File: src/rtl/if_id_stage.sv
// IF/ID pipeline register: holds {pc, instr} plus the extracted immediate and sign-extend opcode.
// Optional one-entry skid buffer (registered in_ready) when IF_ID_SKID_EN is defined.
module if_id_stage #(
   parameter int XLEN  = 32,
   parameter int IMM_W = 24
) (
   input  logic             clk,
   input  logic             rst,
   input  logic             in_valid,
   output logic             in_ready,
   input  logic [XLEN-1:0]  in_instr,
   input  logic [XLEN-1:0]  in_pc,
   input  logic             flush,
   output logic             out_valid,
   input  logic             out_ready,
   output logic [XLEN-1:0]  out_instr,
   output logic [XLEN-1:0]  out_pc,
   output logic [IMM_W-1:0] out_imm,
   output logic [1:0]       out_extop
);

   // 2'b10: 24-bit branch offset, 2'b00: 16-bit zero-extend, 2'b01: 16-bit sign-extend
   function automatic logic [1:0] extop_decode(input logic [3:0] op);
      logic [1:0] e;
      case (op)
         4'b1100, 4'b1101:                   e = 2'b10;
         4'b1000, 4'b1001, 4'b1010, 4'b1011: e = 2'b00;
         default:                            e = 2'b01;
      endcase
      return e;
   endfunction

   logic             out_valid_r;
   logic [XLEN-1:0]  out_instr_r;
   logic [XLEN-1:0]  out_pc_r;
   logic [IMM_W-1:0] out_imm_r;
   logic [1:0]       out_extop_r;
   logic             in_xfer_s;
   logic             load_out_s;
   logic [1:0]       in_extop_s;

   assign in_extop_s = extop_decode(in_instr[XLEN-1 -: 4]);
   assign load_out_s = !out_valid_r | out_ready;
   assign in_xfer_s  = in_valid & in_ready;

   assign out_valid  = out_valid_r;
   assign out_instr  = out_instr_r;
   assign out_pc     = out_pc_r;
   assign out_imm    = out_imm_r;
   assign out_extop  = out_extop_r;

`ifdef IF_ID_SKID_EN
   logic             skid_full_r;
   logic [XLEN-1:0]  skid_instr_r;
   logic [XLEN-1:0]  skid_pc_r;
   logic [IMM_W-1:0] skid_imm_r;
   logic [1:0]       skid_extop_r;

   // in_ready depends only on the skid flop, never on out_ready
   assign in_ready = !rst & !skid_full_r;

   // occupancy control: output register first, skid entry only while output is stalled
   always_ff @(posedge clk) begin
      if (rst) begin
         out_valid_r <= 1'b0;
         skid_full_r <= 1'b0;
      end else if (flush) begin
         out_valid_r <= 1'b0;
         skid_full_r <= 1'b0;
      end else if (load_out_s) begin
         if (skid_full_r) begin
            out_valid_r <= 1'b1;
            skid_full_r <= 1'b0;
         end else begin
            out_valid_r <= in_xfer_s;
         end
      end else if (in_xfer_s) begin
         skid_full_r <= 1'b1;
      end else begin
         skid_full_r <= skid_full_r;
      end
   end

   // output payload: the older skid word drains before any new input
   always_ff @(posedge clk) begin
      if (rst) begin
         out_instr_r <= '0;
         out_pc_r    <= '0;
         out_imm_r   <= '0;
         out_extop_r <= 2'b00;
      end else if (!flush && load_out_s && skid_full_r) begin
         out_instr_r <= skid_instr_r;
         out_pc_r    <= skid_pc_r;
         out_imm_r   <= skid_imm_r;
         out_extop_r <= skid_extop_r;
      end else if (!flush && load_out_s && in_xfer_s) begin
         out_instr_r <= in_instr;
         out_pc_r    <= in_pc;
         out_imm_r   <= in_instr[IMM_W-1:0];
         out_extop_r <= in_extop_s;
      end else begin
         out_instr_r <= out_instr_r;
      end
   end

   // skid payload captures the word accepted while the output is stalled
   always_ff @(posedge clk) begin
      if (rst) begin
         skid_instr_r <= '0;
         skid_pc_r    <= '0;
         skid_imm_r   <= '0;
         skid_extop_r <= 2'b00;
      end else if (!flush && !load_out_s && in_xfer_s) begin
         skid_instr_r <= in_instr;
         skid_pc_r    <= in_pc;
         skid_imm_r   <= in_instr[IMM_W-1:0];
         skid_extop_r <= in_extop_s;
      end else begin
         skid_instr_r <= skid_instr_r;
      end
   end
`else
   logic out_xfer_s;

   assign out_xfer_s = out_valid_r & out_ready;
   assign in_ready   = !rst & load_out_s;

   // valid flag: flush beats input, input beats drain
   always_ff @(posedge clk) begin
      if (rst) begin
         out_valid_r <= 1'b0;
      end else if (flush) begin
         out_valid_r <= 1'b0;
      end else if (in_xfer_s) begin
         out_valid_r <= 1'b1;
      end else if (out_xfer_s) begin
         out_valid_r <= 1'b0;
      end else begin
         out_valid_r <= out_valid_r;
      end
   end

   // payload loads only on an accepted, unflushed input
   always_ff @(posedge clk) begin
      if (rst) begin
         out_instr_r <= '0;
         out_pc_r    <= '0;
         out_imm_r   <= '0;
         out_extop_r <= 2'b00;
      end else if (in_xfer_s && !flush) begin
         out_instr_r <= in_instr;
         out_pc_r    <= in_pc;
         out_imm_r   <= in_instr[IMM_W-1:0];
         out_extop_r <= in_extop_s;
      end else begin
         out_instr_r <= out_instr_r;
      end
   end
`endif

endmodule

File: config.mk
export PLATFORM = sky130hd
export DESIGN_NAME = if_id_stage
export DESIGN_NICKNAME = d
export VERILOG_FILES = /design/src/rtl/if_id_stage.sv
export SDC_FILE = /design/constraint.sdc
export NUM_CORES = 1
export LEC_CHECK = 0
export CORE_MARGIN = 2
export CORE_UTILIZATION = 41
export DETAILED_ROUTE_END_ITERATION = 7
export GPL_TIMING_DRIVEN = 0
export PLACE_DENSITY_LB_ADDON = 0.15
export SLEW_MARGIN = 5
export SYNTH_ARGS = -nofsm -noshare
export SYNTH_HDL_FRONTEND = slang
export SYNTH_SLANG_ARGS = --single-unit
File: constraint.sdc
create_clock -name clk -period 1.9 [get_ports clk]
set_input_delay 0.38 -clock clk [delete_from_list [all_inputs] [get_ports clk]]
set_output_delay 0.38 -clock clk [all_outputs]
set_load 0.03 [all_outputs]
==> reports/metrics.cfg <==
[critical_path]
reg2reg_to = out_instr[30]$_SDFFE_PP0P_
cp_max_fo = 3
required_ns = 1.52
cp.arrival_ns = 1.47
rr_startpoint = out_valid$_SDFFE_PP0P_
reg2regPathDepth = 5
rrSetupSlack_ns = 0.54
cp-end-kind = output pin
critPathLaunchType = flip-flop
crit_type = flip-flop to output pin

[synth]
synth_edf_count = 0
synthCells = 325
synthTopCellsByCount = 67 x dfxtp_1, 66 x nand2b_1, 64 x nand3_1, 40 x o21ai_1, 26 x buf_4
avgSynthCellArea_sq_um = 8.61
synth_most_common_cell = dfxtp_1
synth_area_leaders = dfxtp_1 48%, nand2b_1 15%, nand3_1 11%
synthFlopType = dfxtp_1
seq_area_frac_synth = 0.479
synth_warnings = 0
ys_ff_latch = 67
ys_async_sr_fraction = 0
syn_area_sq_um = 2800
synth_cell_types = 19
yosys.area.top_type_share = 0.479
synth_nets = 394
yosysTopAreaCell = dfxtp_1

[cts]
cts_tree = done
h-tree-depth = 3
cts_root_buf = clkbuf_8
clockBufferDepth = 2
clk_latency_ns = 0.33
cts_hold_buf = 0
cts_setup_buffers = 0
cts_num_sinks = 67
path_clk_slew_ns = 0.07
cts_buffers = 9

[place]
routabilityCongestion = 0.756
pre_cts_ws_ns = -0.511
place_area_sq_um = 4500
io_buffers = 160
dpl.hpwl_um = 5750

[route]
ant_nets = 0
route.detailed.drc = 0
wl_per_cell_um = 13.6
vias = 2805
wl_um = 7860
viasPerCell = 4.84
drt_iter0_drc = 89
first_pass_iters = 5

[global_route]
grt_pass1_wl_um = 12400
busiest_layer = met2
use_met1 = 0.249
gr-total-overflow = 0
grtUsageMet3 = 0.0781
met2_usage = 0.336
grt_max_degree = 11
first_global_vias = 2692
grt.total_usage = 0.206
antenna_found_initial = 0

[sta]
fin_tns_setup_ns = 0
min_period_ns = 1.85
worst-slew-pin-transition_ns = 0.443
maxSlewHeadroom = 0.705
fmaxAchievable_mhz = 541
worst_slack_ns = 0.0518
skew_ns = 0.00560
hold_viol = 0
fin_crit_sh = 0.973
maxSlewViolCount = 0
holdWs_ns = 0.465
finalSetupViolations = 0
rsz0062_at_grt = false

[floorplanning]
die_w_um = 86.6
die-area_sq_um = 7500
die_h_um = 86.6
core_area_sq_um = 6680
rows = 30
initial_core_util = 0.419
ios = 161

[power_and_ir_drop]
leakage_nw = 1.94
power_density_nw_per_um2 = 727
peakVddDrop_uv = 373

[min_path]
worstHoldPathType = flip-flop to flip-flop
hold_end = out_pc[13]$_SDFFE_PP0P_
hold_depth = 2
min-delay-start = out_pc[13]$_SDFFE_PP0P_

[final_layout]
areaGrowthSynthToFinish_pct = 68.6
final_area_sq_um = 4720
diodes = 0
layout-drive-gt1-share = 0.106
layout.nets = 565

[outcome]
status = finished clean

[flow_run]
drv_cap = 0

[power by group]
| part | internal [mW] | total [mW] | leakage, nW | switching [mW] |
|---|---|---|---|---|
| registers | 1.48 | 1.53 | 0.549 | 0.0461 |
| logic | 0.395 | 0.774 | 1.30 | 0.379 |
| clock network | 0.624 | 1.13 | 0.0950 | 0.504 |
[logic make-up after synthesis]
group / Yosys count / share of synthesized area
buffers and inverters: 52 / 0.118
AND/OR/NAND/NOR: 139 / 0.281
AO/OA/AOI/OAI: 67 / 0.121
flip-flops: 67 / 0.479
[worst max-delay path, stage by stage (launching register included)]
cell and delay, ns:
dfxtp_1 0.37, buf_4 0.12, clkdlybuf4s50_1 0.65
[state kept, by name, indices dropped and copies added, names as in the netlist]
register / flops
out_pc: 32
out_instr: 32
out_extop: 2
out_valid: 1
[worst max path at each step]
stage	startpoint	endpoint	slack [ns]	cells past startpoint
after floorplan	out_valid$_SDFFE_PP0P_	in_ready	0.54	2
after global placement	rst	in_ready	-0.52	4
after detailed placement	rst	in_ready	-0.51	4
after CTS	out_instr[12]$_SDFFE_PP0P_	out_instr[12]	0.003	2
after global routing	out_instr[5]$_SDFFE_PP0P_	out_instr[5]	0.001	2
final	out_instr[4]$_SDFFE_PP0P_	out_instr[4]	0.05	2
[through the flow]
step / std cells / power (mW) / util
3_3_place_gp: 565 / 2.33 / 0.674
5_1_grt: 579 / 3.58 / 0.706
3_5_place_dp: 565 / 2.34 / 0.674
4_1_cts: 579 / 3.47 / 0.701
2_1_floorplan: 325 / 1.95 / -
6_report: 579 / 3.43 / 0.706
[routing by layer]
| layer | vias to the layer above | share of wire |
|---|---|---|
| li1 | 1405 | - |
| met2 | 108 | 0.48 |
| met4 | 0 | 0.017 |
| met1 | 1282 | 0.41 |
| met3 | 10 | 0.090 |
| met5 | - | 0 |
[timing repair]
| item | 4_1_cts | 5_1_grt |
|---|---|---|
| resized for setup | 8 | 13 |
| pin swaps | 0 | 0 |
| endpoints found under the setup margin | 1 | 13 |
[cell usage in the layout, fill, tap and decap left out, drive strengths merged, types with 2 or more instances in the layout]
| cell | n |
|---|---|
| clkinv | 2 |
| buf | 36 |
| clkbuf | 28 |
| nand3 | 64 |
| nand2b | 66 |
| dlymetal6s2s | 13 |
| nor2b | 2 |
| o21ai | 65 |
| clkdlybuf4s50 | 146 |
| dfxtp | 67 |
| nor2 | 2 |
[cell type report]
| cell class | count | area, sq um |
|---|---|---|
| Fill cell | 563 | 1960 |
| Buffer | 52 | 342 |
| Timing Repair Buffer | 160 | 1630 |
| Clock inverter | 3 | 40.0 |
| Multi-Input combinational cell | 206 | 1130 |
| Clock buffer | 11 | 141 |
| Sequential cell | 67 | 1340 |
| Tap cell | 80 | 100 |
Note: power is estimated with default switching activity, not from simulation.
==> RTL edit 1 (same flow settings) <==
Change the parameter `XLEN` from 32 to 24.
--- a/src/rtl/if_id_stage.sv
+++ b/src/rtl/if_id_stage.sv
@@ -1,7 +1,7 @@
 // IF/ID pipeline register: holds {pc, instr} plus the extracted immediate and sign-extend opcode.
 // Optional one-entry skid buffer (registered in_ready) when IF_ID_SKID_EN is defined.
 module if_id_stage #(
-   parameter int XLEN  = 32,
+   parameter int XLEN  = 24,
    parameter int IMM_W = 24
 ) (
    input  logic             clk,
Interface: changed (resized in_instr, in_pc, out_instr and out_pc); port bits go from 161 to 129. The function was not compared with the original's and may differ.
==> RTL edit 1 against the original RTL <==
  * Non-clock buffer count down 39
  * Sequential share of layout area is 0.30 points lower
  * Sequential cell count shrank 16
  * Die area down 21%
  * Area after synthesis fell by 22%
  * Highest routed layer unchanged
  * Wire length shrank 23%
  * First-iteration DRC count increased by 3.4%
  * Core utilization rose by 0.46 points
  * Largest cell class unchanged
  * Setup slack better by 0.014 ns
  * Design area shrank 23%
  * Clock skew decreased by 0.0019 ns
  * Power shrank 29%
==> RTL edit 1: results (changes against the original RTL) <==
via count of the first global-routing pass=2,022 (-25%); internal reg-to-reg setup slack=0.50 ns (-0.04 ns); largest clock skew in the final design=0.00369 ns (-0.00191 ns); overall track demand over capacity in global routing=19.7% (-0.88 points); HPWL after detailed placement=4510 um (-22%); fraction of the mapped netlist area in adder cells=0% (unchanged); origin of the worst setup path=out_imm[23]; layout filler cell count=446 (-21%); Cells after DPL=452 (-20%); end point of the critical path=out_instr[23]; part of the Yosys area used for sequential elements=47.0% (-0.94 points); Async SR Flop Fraction=0% (unchanged); setup repair bufs after CTS=0 (unchanged); Met1 Routed Length=2690 um (-17%); first-pass GRT wire length=9560 um (-23%); Routed WL per cell=13.2 um (-3.0%); Leakage=1.34 nW (-31%); run status=complete, no violations; number of optimization iterations in the first detailed-route pass=4 (-1); compound-cell area share of the yosys netlist=11.9% (-0.20 points); Slew HR=69.7% (-0.77 points); top cell types by occurrence after synthesis=sky130_fd_sc_hd__dfxtp_1 (51), sky130_fd_sc_hd__nand2b_1 (50), sky130_fd_sc_hd__nand3_1 (48); pin count of the biggest net entering global routing=15 (+4); H-tree level count=2 (-1); number of cells upsized or downsized after cts=1 (-7); nets@finish=442 (-22%); clock latency on the worst-skew pair=0.29 ns (-0.04 ns); Iteration-0 DRC Markers=92 (+3.4%); post-CTS clock slew at the launch and capture registers of the worst setup and hold paths=0.09 ns (+0.02 ns); count of buffers from port buffering=127 (-21%); number of buffers on the longest clock path=2 (unchanged); net count of the mapped netlist=308 (-22%); share of the synthesized area in the top cell type=47.0% (-0.94 points); met1 global-route usage=25.8% (+0.93 points); Setup WS pre-CTS=-0.188 ns (+0.323 ns); master of the slowest instance on the critical path=sky130_fd_sc_hd__clkdlybuf4s50_1; fraction of final layout cells sized beyond drive strength 1=11.3% (+0.66 points); main area contributors after synthesis=sky130_fd_sc_hd__dfxtp_1 (47%), sky130_fd_sc_hd__nand2b_1 (14%), sky130_fd_sc_hd__nand3_1 (11%); Fmax achieved=545 MHz (+0.75%); met2 Use GR=32.4% (-1.3 points); cts bufs inserted=5 (-4); peak supply drop=476 uV (+28%); antenna violations before repair=0 (unchanged); Reg2Reg Capture Point=out_pc[9]; average via count per standard cell=4.74 (-2.2%); share of total power consumed by net switching=27.5% (+0.39 points); metal2 WL=2860 um (-25%); met3 wirelength from detailed routing=459 um (-35%); area of placed instances=3530 um2 (-22%); post-synth cell types=17 (-2); endpoint with the worst hold slack=out_pc[10]; WHS=0.467 ns (+0.00213 ns); EDFF count, synth=0 (unchanged); GR Util met3=5.06% (-2.8 points); hold_sp=out_pc[10]; number of standard cells in the layout, taps in and fillers out=460 (-21%); arrival time worst endpoint=1.45 ns (-0.02 ns); RD Place Congestion=0.714 (-5.5%)
==> RTL edit 1: cell types whose count changed after synthesis, sizes merged <==
| cell | before | now |
|---|---|---|
| buf | 35 | 36 |
| clkbuf | 17 | 10 |
| dfxtp | 67 | 51 |
| nand2b | 66 | 50 |
| nand3 | 64 | 48 |
| o21ai | 65 | 49 |
==> RTL edit 1: final cells by class <==
| class | count | area [um2] | share of cell area [%] |
|---|---|---|---|
| repair buffers | 127 | 1270 | 35.0 |
| flip-flops and latches | 51 | 1020 | 28.1 |
| well taps | 70 | 87.6 | 2.41 |
| multi-input cells | 158 | 872 | 24.0 |
| plain buffers | 46 | 280 | 7.72 |
| clock buffers | 8 | 100 | 2.76 |
==> RTL edit 1: power by group through the flow <==
stage	sequential [mW]	combinational [mW]	clock (mW)
5_1_grt	1.17	0.653	0.729
3_5_place_dp	1.19	0.621	0
4_1_cts	1.16	0.623	0.683
6_report	1.16	0.618	0.665
2_1_floorplan	1.30	0.202	0
3_3_place_gp	1.19	0.615	0
==> RTL edit 2 (same settings) <==
Made on the original files. The option `IF_ID_SKID_EN` is turned on by a define.
--- a/src/rtl/if_id_stage.sv
+++ b/src/rtl/if_id_stage.sv
@@ -1,5 +1,7 @@
 // IF/ID pipeline register: holds {pc, instr} plus the extracted immediate and sign-extend opcode.
 // Optional one-entry skid buffer (registered in_ready) when IF_ID_SKID_EN is defined.
+`define IF_ID_SKID_EN
+
 module if_id_stage #(
    parameter int XLEN  = 32,
    parameter int IMM_W = 24
Check against the original RTL: not equivalent (Yosys sat finds a counterexample within 4 cycles, from zero or initial values and one cycle with rst high).
==> RTL edit 2 against the original RTL <==
  * Clock power grew to 2.6 times the old value
  * Combinational power grew 21%
  * Design area grew 75%
  * Critical endpoint is now out_valid
  * Clock skew shrank 0.0012 ns
  * Non-clock buffer count grew 42
  * Sequential cell count grew 67
  * Die area grew 100%
  * Area after synthesis grew 110%
  * Power grew 99%
  * Via count grew 100%
  * Setup slack lost 0.0049 ns
  * First-iteration DRC count grew to 5.6 times the old value
  * Largest cell class is now registers
  * Wire length grew 120%
  * Register-to-register slack lost 0.40 ns
==> RTL edit 2: results (changes against the original RTL) <==
run status=complete, no violations; Iteration-0 DRC Markers=499 (+460%); fraction of final layout cells sized beyond drive strength 1=11.2% (+0.62 points); HPWL after detailed placement=12,300 um (+110%); first-pass GRT wire length=27,600 um (+120%); post-CTS clock slew at the launch and capture registers of the worst setup and hold paths=0.05 ns (-0.02 ns); count of buffers from port buffering=159 (-0.63%); routed wire length=17,700 um (+120%); average via count per standard cell=5.60 (+16%); antenna diode count=0 (unchanged); via count of the first global-routing pass=5,408 (+100%); cts bufs inserted=17 (+8); nets@finish=884 (+56%); top cell types by occurrence after synthesis=sky130_fd_sc_hd__dfxtp_1 (134), sky130_fd_sc_hd__a21oi_1 (66), sky130_fd_sc_hd__nand2b_1 (66); compound-cell area share of the yosys netlist=31.4% (+19 points); largest clock skew in the final design=0.00438 ns (-0.00123 ns); H-tree level count=4 (+1); clock latency on the worst-skew pair=0.42 ns (+0.09 ns); origin of the worst setup path=out_valid; overall track demand over capacity in global routing=23.1% (+2.6 points); area of placed instances=7690 um2 (+71%); longest individual stage delay on the worst path=0.71 ns (+0.06 ns); pin count of the biggest net entering global routing=20 (+9); fraction of the mapped netlist area in adder cells=0% (unchanged); main area contributors after synthesis=sky130_fd_sc_hd__dfxtp_1 (46%), sky130_fd_sc_hd__a32o_1 (11%), sky130_fd_sc_hd__o21bai_1 (8.2%); root buffer cell=sky130_fd_sc_hd__clkbuf_16; post-synth cell types=28 (+9); part of the Yosys area used for sequential elements=45.7% (-2.2 points); worst min-delay path category=input port to flop; Leakage=3.08 nW (+59%); net count of the mapped netlist=707 (+79%); hold_sp=flush
[RTL edit 2: cell count changes after synthesis, sizes merged, moves of 2 or more]
| cell | before | now |
|---|---|---|
| a21oi | 1 | 66 |
| nor4 | 0 | 2 |
| buf | 35 | 59 |
| o21bai | 0 | 64 |
| a32o | 0 | 65 |
| clkbuf | 17 | 37 |
| dfxtp | 67 | 134 |
[RTL edit 2: what timing repair did]
item | in CTS | in global routing
resized for setup | 33 | 35
setup endpoints to repair | 46 | 96
cloned | 0 | 0
hold buffers | 0 | 0
[RTL edit 2: area by class of cell]
cell class	count	area [um2]
clock inverters	4	20.0
clock buffers	27	503
fillers	1228	5680
plain buffers	95	568
inverters	1	3.75
multi-input cells	407	2660
repair buffers	159	1590
flip-flops and latches	134	2680
well taps	180	225
[RTL edit 2: cells by family (layout without fill, tap and decap cells)]
kind of cell	Yosys count	after routing
flops	134	134
simple gates	140	140
buf+inv	97	286
compound gates	267	267
[RTL edit 2: final timing paths]
kind | to | slack [ns] | cells past startpoint
hold reg to reg | out_instr[26] | 0.46 | 1
setup / recovery | out_valid | 0.05 | 1
setup reg to reg | out_pc[28] | 0.14 | 6
hold / removal | skid_full_r | 0.38 | 2
[RTL edit 2: report_power, final]
part | switching [mW] | internal [mW]
sequential | 0.0507 | 2.89
clock | 1.16 | 1.79
combinational | 0.504 | 0.429
total | 1.71 | 5.11
[RTL edit 2: routing by layer]
layer | GRT usage [%] | vias to the layer above | wire length, um
met5 | 0 | - | 0
li1 | - | 2700 | -
met3 | 5.17 | 21 | 1010
met1 | 30.5 | 2732 | 7850
met2 | 37.7 | 184 | 8610
met4 | 7.46 | 0 | 218
[RTL edit 2: stage by stage]
step	setup WS (ns)	cells	setup TNS [ns]	total power, mW
6_report	0.0468	1007	0	6.82
5_1_grt	-0.00225	1007	-0.00225	7.03
4_1_cts	0.000178	1007	0	6.84
3_5_place_dp	-0.494	977	-44.58	3.95
3_3_place_gp	-0.435	977	-39.43	3.94
2_1_floorplan	0.254	638	0	3.50
